File: config.mk
export PLATFORM = sky130hd
export DESIGN_NAME = and16_serial_flat
export DESIGN_NICKNAME = d
export VERILOG_FILES = /design/src/rtl/and16_serial_pkg.sv /design/src/rtl/and16_serial_if.sv /design/src/rtl/and16_serial_sipo16.sv /design/src/rtl/and16_serial.sv /design/src/flat_wrapper.sv
export SDC_FILE = /design/constraint.sdc
export NUM_CORES = 1
export LEC_CHECK = 0
export ABC_AREA = 1
export CAP_MARGIN = 15
export CELL_PAD_IN_SITES_DETAIL_PLACEMENT = 1
export CELL_PAD_IN_SITES_GLOBAL_PLACEMENT = 1
export CORE_MARGIN = 8
export CORE_UTILIZATION = 40
export CTS_CLUSTER_DIAMETER = 80
export CTS_CLUSTER_SIZE = 16
export DETAILED_ROUTE_END_ITERATION = 8
export GPL_ROUTABILITY_DRIVEN = 0
export HOLD_SLACK_MARGIN = 0.02
export PLACE_DENSITY_LB_ADDON = 0.1
export SYNTH_ARGS = -nofsm -noshare
export SYNTH_HDL_FRONTEND = slang
export SYNTH_SLANG_ARGS = --single-unit
File: constraint.sdc
create_clock -name clk -period 1.92 [get_ports clk]
set_input_delay 0.192 -clock clk [delete_from_list [all_inputs] [get_ports clk]]
set_output_delay 0.192 -clock clk [all_outputs]
set_load 0.01 [all_outputs]
File: src/rtl/and16_serial_pkg.sv
// ============================================================================
// and16_serial_pkg : shared widths, state encoding and word-completion helper
// Revision: 1.0
// ============================================================================
`default_nettype none

package and16_serial_pkg;

  localparam int WORD_W = 16;
  localparam int CNT_W  = 4;

  typedef enum logic [0:0] {
    ST_COLLECT = 1'b0,
    ST_HOLD    = 1'b1
  } state_t;

  // The final beat's bit never sits in the collect register, so it is
  // merged into the top bit here.
  function automatic logic [WORD_W-1:0] complete_word(
    input logic [WORD_W-1:0] collect,
    input logic              last_bit
  );
    logic [WORD_W-1:0] w;
    w             = collect;
    w[WORD_W-1]   = last_bit;
    return w;
  endfunction

endpackage

`default_nettype wire

File: src/rtl/and16_serial_if.sv
// ============================================================================
// and16_serial_if : bit-pair input handshake and word output handshake
// Revision: 1.0
// ============================================================================
`default_nettype none

interface and16_serial_if;
  import and16_serial_pkg::*;

  logic              in_valid;
  logic              in_ready;
  logic              a_bit;
  logic              b_bit;
  logic [WORD_W-1:0] out;
  logic              out_valid;
  logic              out_ready;

  modport master (
    output in_valid, a_bit, b_bit, out_ready,
    input  in_ready, out, out_valid
  );

  modport slave (
    input  in_valid, a_bit, b_bit, out_ready,
    output in_ready, out, out_valid
  );

endinterface

`default_nettype wire

File: src/rtl/and16_serial_sipo16.sv
// ============================================================================
// sipo16 : 16-bit collect register, one indexed bit written per enabled cycle
// Revision: 1.0
// ============================================================================
`default_nettype none

module sipo16
  import and16_serial_pkg::*;
(
  input  wire logic              clk,
  input  wire logic              rst_n,
  input  wire logic              clr_i,
  input  wire logic              wr_en_i,
  input  wire logic [CNT_W-1:0]  idx_i,
  input  wire logic              bit_i,
  output logic      [WORD_W-1:0] word_o
);

  logic [WORD_W-1:0] word_q;
  logic [WORD_W-1:0] word_d;

  for (genvar gi = 0; gi < WORD_W; gi++) begin : g_bit
    assign word_d[gi] = (wr_en_i && (idx_i == CNT_W'(gi))) ? bit_i : word_q[gi];
  end

  always_ff @(posedge clk or negedge rst_n) begin
    if (!rst_n) begin
      word_q <= '0;
    end else if (clr_i) begin
      word_q <= '0;
    end else begin
      word_q <= word_d;
    end
  end

  assign word_o = word_q;

endmodule

`default_nettype wire

File: src/rtl/and16_serial.sv
// ============================================================================
// and16_serial : serial LSB-first bitwise AND of two operands into a word
// Revision: 1.0
// ============================================================================
`default_nettype none

module and16_serial
  import and16_serial_pkg::*;
#(
  parameter int WIDTH = WORD_W
)(
  input  wire logic     clk,
  input  wire logic     rst_n,
  and16_serial_if.slave bus
);

  state_t            state_q;
  logic [CNT_W-1:0]  cnt_q;
  logic [CNT_W-1:0]  cnt_d;
  logic [WIDTH-1:0]  out_q;
  logic              out_valid_q;

  logic              w_beat;
  logic              w_bit;
  logic              w_last;
  logic [WIDTH-1:0]  w_collect;
  logic [WIDTH-1:0]  w_word_done;

  assign w_beat      = bus.in_valid && (state_q == ST_COLLECT);
  assign w_bit       = bus.a_bit & bus.b_bit;
  assign w_last      = w_beat && (cnt_q == CNT_W'(WORD_W - 1));
  assign cnt_d       = cnt_q + 1'b1;
  assign w_word_done = complete_word(w_collect, w_bit);

  // Cleared on completion so a fresh word never inherits stale bits.
  sipo16 u_sipo (
    .clk     (clk),
    .rst_n   (rst_n),
    .clr_i   (w_last),
    .wr_en_i (w_beat),
    .idx_i   (cnt_q),
    .bit_i   (w_bit),
    .word_o  (w_collect)
  );

  always_ff @(posedge clk or negedge rst_n) begin
    if (!rst_n) begin
      state_q     <= ST_COLLECT;
      cnt_q       <= '0;
      out_q       <= '0;
      out_valid_q <= 1'b0;
    end else begin
      case (state_q)
        ST_COLLECT: begin
          if (w_beat) begin
            cnt_q <= cnt_d;
            if (w_last) begin
              out_q       <= w_word_done;
              out_valid_q <= 1'b1;
              state_q     <= ST_HOLD;
            end
          end
        end
        ST_HOLD: begin
          if (bus.out_ready) begin
            out_valid_q <= 1'b0;
            state_q     <= ST_COLLECT;
          end
        end
        default: begin
          state_q <= ST_COLLECT;
        end
      endcase
    end
  end

  assign bus.in_ready  = (state_q == ST_COLLECT);
  assign bus.out       = out_q;
  assign bus.out_valid = out_valid_q;

endmodule

`default_nettype wire

File: src/flat_wrapper.sv
// flat-port wrapper written by rule: the top's interface ports become plain ports
module and16_serial_flat import and16_serial_pkg::*;
#(
  parameter int WIDTH = WORD_W
)
  (clk, rst_n, bus_in_valid, bus_a_bit, bus_b_bit, bus_out_ready, bus_in_ready, bus_out, bus_out_valid);
  and16_serial_if bus_i ();
  input  wire logic clk;
  input  wire logic rst_n;
  input wire logic [$bits(bus_i.in_valid)-1:0] bus_in_valid;
  input wire logic [$bits(bus_i.a_bit)-1:0] bus_a_bit;
  input wire logic [$bits(bus_i.b_bit)-1:0] bus_b_bit;
  input wire logic [$bits(bus_i.out_ready)-1:0] bus_out_ready;
  output wire logic [$bits(bus_i.in_ready)-1:0] bus_in_ready;
  output wire logic [$bits(bus_i.out)-1:0] bus_out;
  output wire logic [$bits(bus_i.out_valid)-1:0] bus_out_valid;
  assign bus_i.in_valid = bus_in_valid;
  assign bus_i.a_bit = bus_a_bit;
  assign bus_i.b_bit = bus_b_bit;
  assign bus_i.out_ready = bus_out_ready;
  assign bus_in_ready = bus_i.in_ready;
  assign bus_out = bus_i.out;
  assign bus_out_valid = bus_i.out_valid;
  and16_serial #(.WIDTH(WIDTH)) u_core (.clk(clk), .rst_n(rst_n), .bus(bus_i));
endmodule
==> run_results.csv, run 1 <==
group,metric,value,unit
sta,fmax,582,MHz
grt,grt_pass1_vias,1547,
synth,syn_avg_cell_area,8.69,um^2
grt,antenna_found_initial,0,
layout,final_cells,282,
layout,nets,239,
placed_design,dp_hpwl,3.04,mm
synth,ys_ff_latch,37,
clocking,cts_tree,"yes",
clocking,clk_pin_slew_worst_paths,70,ps
setup_path,worst-setup-path-type,"register to primary output",
layout,diodes,0,
die,dieArea,0.00682,mm^2
placed_design,dp_cells,274,
clocking,clockBufferDepth,2,
setup_path,path_cells,"inv_1, clkdlybuf4s50_1",
die,die_y,82.6,um
clocking,ctsHoldBuffers,0,
die,io_pins,24,
power,ir_drop,0.000581,V
job,maxCapViolCount,0,
grt,grt_use_total,14.1,%
setup_path,r2r-end,"u_core.u_sipo.word_o[8]",
sta,min_period,1720,ps
route,drt-total-wl,4.36,mm
setup_path,max_stage_delay,590,ps
power,p_total,3140,uW
outcome,run_status,"finished, final reports clean",
sta,finalHoldViolations,0,
setup_path,arrival,1530,ps
setup_path,r2r_cells,7,
sta,report.final.setup_viol,0,
grt,grt_max_degree,39,
route,postRouteAntennaNets,0,
setup_path,cp-start-kind,"register",
layout,final_common_cell,"nand2_1",
setup_path,ff2ff_setup_slack,240,ps
route,vias_per_cell,5.24,
placed_design,place_ws,281,ps
sta,fin_ws,202,ps
synth,netlist_instances,204,
sta,slew_viol_final,0,
sta,rsz0062_at_grt,"no",
die,design.core.area,0.00432,mm^2
synth,synth_nets,214,
clocking,post_cts_resized,0,
grt,gr-total-overflow,0,
route,vias,1478,
setup_path,cp_max_fo,7,
sta,skew,3.75,ps
layout,syn_to_final_growth,21.9,%
layout,fill_cells,520,
power,power_density,1450,mW/mm^2
synth,yosysSeqAreaShare,52.2,%
sta,tightest_slew,495,ps
setup_path,critPathTopFamily,"buffers and inverters",
clocking,post-cts-setup-buffer-count,0,
grt,grt_pass1_wl,7.46,mm
layout,drive_gt1_share,8.70,%
sta,slew-limit-headroom,66.9,%
setup_path,cp_slowest_cell,"clkdlybuf4s50_1",
power,leakagePower,0.00110,uW
synth,yosys_warnings,0,
clocking,cts_num_sinks,37,
worst_hold_path,holdCritPathClass,"input pin to async pin",
clocking,clk-insertion-delay-late,290,ps
clocking,htreeDepth,2,
setup_path,cp.buffers_inverters,2,
sta,finalCritPeriodShare,89.5,%
route,firstDrtPassIters,4,
route,drt-initial-drc-count,117,
setup_path,critPathRequiredTime,1730,ps
clocking,clockRootBuffer,"clkbuf_8",
sta,hold_slack,266,ps
die,dieWidth,82.6,um
clocking,cts-buffers-inserted,5,
route,drc,0,
setup_path,worstReg2RegStart,"u_core.cnt_q[1]",
sta,fin_tns_setup,0,ps
placed_design,portBuffers,23,
layout,final_cell_mix,"nand2_1 (58), nand3_1 (47), dfrtp_1 (37), clkdlybuf4s50_1 (23), nor2_1 (14)",
synth,syn_area,0.00177,mm^2
die,rows,24,
route,avgRoutedWirePerCell,15.5,um
synth,ys_types,18,
setup_path,cp-end-kind,"primary output",
die,start_util,41.0,%
[registers in the layout, indices dropped and copies added (netlist names)]
register              flops
u_core.state_q            1
u_core.u_sipo.word_o     15
u_core.bus.out           16
u_core.bus.out_valid      1
u_core.cnt_q              4
[worst reg2reg max path, delay by kind of cell (launching register included)]
| kind | cells | cell delay [ps] |
|---|---|---|
| AND/OR/NAND/NOR | 4 | 560 |
| adder cells (fa/ha/maj) | 1 | 270 |
| flip-flops | 1 | 410 |
| buffers and inverters | 2 | 340 |
[stage by stage]
stage	utilization, %	cell area, um^2
finish	50.0	2160
floorplan	-	1770
detailed placement	47.3	2050
global placement	47.3	2050
CTS	50.0	2160
global route	50.0	2160
[synthesized netlist by cell type]
cell type	n	area [um^2]
inv_1	11	41.3
nor2_2	1	6.26
nand3_2	3	30.0
buf_6	3	33.8
nand2_2	1	6.26
buf_2	4	20.0
o21ai_0	4	20.0
nand2_4	1	11.3
buf_4	3	22.5
nand3_1	47	235
buf_1	1	3.75
nand2_1	58	218
ha_1	4	50.1
nand4_1	8	50.1
dfrtp_1	37	926
nor2_8	1	20.0
nor2_1	14	52.6
xor2_1	3	26.3
[power breakdown]
| part | internal [uW] | total, uW | switching [uW] |
|---|---|---|---|
| clock | 423 | 697 | 273 |
| sequential | 1060 | 1270 | 210 |
| combinational | 489 | 1170 | 683 |
[final cells by class]
| type | instances | area [um^2] | share of cell area [%] |
|---|---|---|---|
| tap | 52 | 65.1 | 3.01 |
| clock buffer | 7 | 86.3 | 3.99 |
| multi-input combinational | 145 | 726 | 33.6 |
| sequential | 37 | 926 | 42.8 |
| clock inverter | 1 | 30.0 | 1.39 |
| inverter | 11 | 41.3 | 1.91 |
| timing repair buffer | 29 | 288 | 13.3 |
[worst max-delay path by stage]
stage,startpoint,endpoint,slack (ps),cells after the start
5_1_grt,u_core.cnt_q[1],u_core.u_sipo.word_o[9],140,7
3_3_place_gp,bus_in_valid,u_core.u_sipo.word_o[7],340,7
4_1_cts,u_core.state_q,bus_in_ready,200,2
6_report,u_core.state_q,bus_in_ready,200,2
3_5_place_dp,u_core.cnt_q[1],u_core.u_sipo.word_o[8],280,7
2_1_floorplan,u_core.cnt_q[0],u_core.bus.out[10],570,8
[cells by family after synthesis]
| kind of cell | Yosys count | synth area share, % |
|---|---|---|
| DFF | 37 | 52.2 |
| xor gates and xnor gates | 3 | 1.48 |
| and+or+nand+nor | 134 | 35.5 |
| AOI/OAI and AO/OA | 4 | 1.13 |
| adders and majority gates | 4 | 2.82 |
| buffers and inverters | 22 | 6.85 |
[routing by layer]
metal | part of all wire [%] | vias to the layer above | track usage [%]
li1 | - | 717 | -
met1 | 47 | 730 | 18.3
met2 | 46 | 26 | 22.6
met3 | 5.3 | 5 | 3.03
met4 | 1.3 | 0 | 5.17
met5 | 0 | - | 0
(Power assumes the default switching activity.)
==> inputs of run 2 (changes only) <==
--- a/config.mk
+++ b/config.mk
@@ -6,11 +6,11 @@
 export NUM_CORES = 1
 export LEC_CHECK = 0
 export ABC_AREA = 1
-export CAP_MARGIN = 15
 export CELL_PAD_IN_SITES_DETAIL_PLACEMENT = 1
 export CELL_PAD_IN_SITES_GLOBAL_PLACEMENT = 1
 export CORE_MARGIN = 8
-export CORE_UTILIZATION = 40
+export CORE_UTILIZATION = 42
+export CTS_BUF_LIST = sky130_fd_sc_hd__clkbuf_4
 export CTS_CLUSTER_DIAMETER = 80
 export CTS_CLUSTER_SIZE = 16
 export DETAILED_ROUTE_END_ITERATION = 8
==> run_results.csv, run 2 (same netlist as run 1, synthesis figures left out) <==
group,metric,value,unit
sta,fin_ws,165,ps
layout,diodes,0,
grt,grt_pass1_wl,7.56,mm
outcome,run_status,"finished, final reports clean",
sta,tightest_slew,479,ps
grt,grt_max_degree,39,
grt,grt_pass1_vias,1518,
sta,hold_slack,262,ps
clocking,cts_num_sinks,37,
power,leakagePower,0.00106,uW
power,power_density,1360,mW/mm^2
clocking,clk_pin_slew_worst_paths,120,ps
die,start_util,44.0,%
layout,syn_to_final_growth,17.5,%
layout,largest_reg_flops,16,
sta,fmax,570,MHz
sta,min_period,1760,ps
setup_path,arrival,1560,ps
setup_path,critPathRequiredTime,1730,ps
clocking,ctsHoldBuffers,0,
setup_path,worstReg2RegStart,"u_core.cnt_q[0]",
sta,finalHoldViolations,0,
clocking,cts_tree,"yes",
grt,use_met3,4.75,%
route,firstDrtPassIters,4,
layout,final_common_cell,"nand2_1",
route,vias,1461,
clocking,clockBufferDepth,2,
sta,rsz0062_at_grt,"no",
placed_design,portBuffers,23,
clocking,post_cts_resized,0,
route,drc,0,
clocking,clk-insertion-delay-late,350,ps
die,die_y,81.0,um
grt,grt_use_total,14.7,%
setup_path,cp-end-kind,"primary output",
setup_path,cp-startpoint,"u_core.state_q",
die,dieWidth,81.0,um
worst_hold_path,holdCritPathClass,"input pin to async pin",
power,ir_drop,0.000737,V
placed_design,dp_hpwl,3.10,mm
setup_path,worst-setup-path-type,"register to primary output",
layout,drive_gt1_share,8.33,%
grt,busiest_layer,"met2",
die,io_pins,24,
layout,final_cell_mix,"nand2_1 (58), nand3_1 (47), dfrtp_1 (37), clkdlybuf4s50_1 (23), nor2_1 (14)",
grt,grtUsageMet2,22.8,%
grt,grtUsageMet1,19.1,%
sta,skew,9.10,ps
setup_path,cp-start-kind,"register",
layout,nets,237,
route,drt-initial-drc-count,80,
sta,finalCritPeriodShare,91.4,%
clocking,clockRootBuffer,"clkbuf_4",
die,dieArea,0.00656,mm^2
sta,slew_viol_final,0,
clocking,cts-buffers-inserted,5,
sta,slew-limit-headroom,68.0,%
grt,gr-total-overflow,0,
die,rows,23,
route,postRouteAntennaNets,0,
setup_path,cp_max_fo,7,
clocking,htreeDepth,2,
die,design.core.area,0.00403,mm^2
job,maxCapViolCount,0,
clocking,post-cts-setup-buffer-count,0,
sta,report.final.setup_viol,0,
sta,fin_tns_setup,0,ps
route,avgRoutedWirePerCell,15.5,um
placed_design,place_ws,191,ps
route,vias_per_cell,5.26,
grt,antenna_found_initial,0,
route,drt-total-wl,4.32,mm
==> run 2: stage by stage <==
| step | instances | util [%] | total power, uW | cell area, um^2 |
|---|---|---|---|---|
| final | 278 | 51.7 | 2840 | 2080 |
| after global routing | 278 | 51.7 | 3080 | 2080 |
| after CTS | 278 | 51.7 | 2880 | 2080 |
| after detailed placement | 270 | 50.3 | 2460 | 2030 |
| after global placement | 270 | 50.3 | 2390 | 2030 |
| after floorplan | 204 | - | 1950 | 1770 |
==> run 2: cell type report <==
cell class              instances  area, um^2
clock buffers                   5        37.5
clock inverters                 3        17.5
inverters                      11        41.3
well taps                      50        62.6
multi-input cells             145         726
repair buffers                 27         273
flip-flops and latches         37         926
fillers                       501        1950
==> run 2: worst paths after layout <==
check / to / slack, ps / cells after the start
worst max register to register: u_core.u_sipo.word_o[8] / 270 / 7
worst max-delay path: bus_in_ready / 160 / 2
max in group asynchronous: u_core.bus.out[15] / 1330 / 2
worst min register to register: u_core.bus.out[1] / 480 / 2
min in group clk: u_core.state_q / 440 / 2
worst min-delay path: u_core.bus.out_valid / 260 / 2
==> run 2: layer usage <==
layer | vias to the layer above | share of wire, %
li1 | 711 | -
met1 | 718 | 48
met2 | 26 | 46
met3 | 6 | 5.4
met4 | 0 | 1.3
met5 | - | 0
==> run 2: worst max-delay path, stage by stage, from the launching register on <==
cell and delay (ps):
dfrtp_1 440, inv_1 190, clkdlybuf4s50_1 580
==> run 2: power breakdown <==
group	internal, uW	switching, uW
sequential	1060	218
clock	138	269
combinational	486	673
total	1680	1160
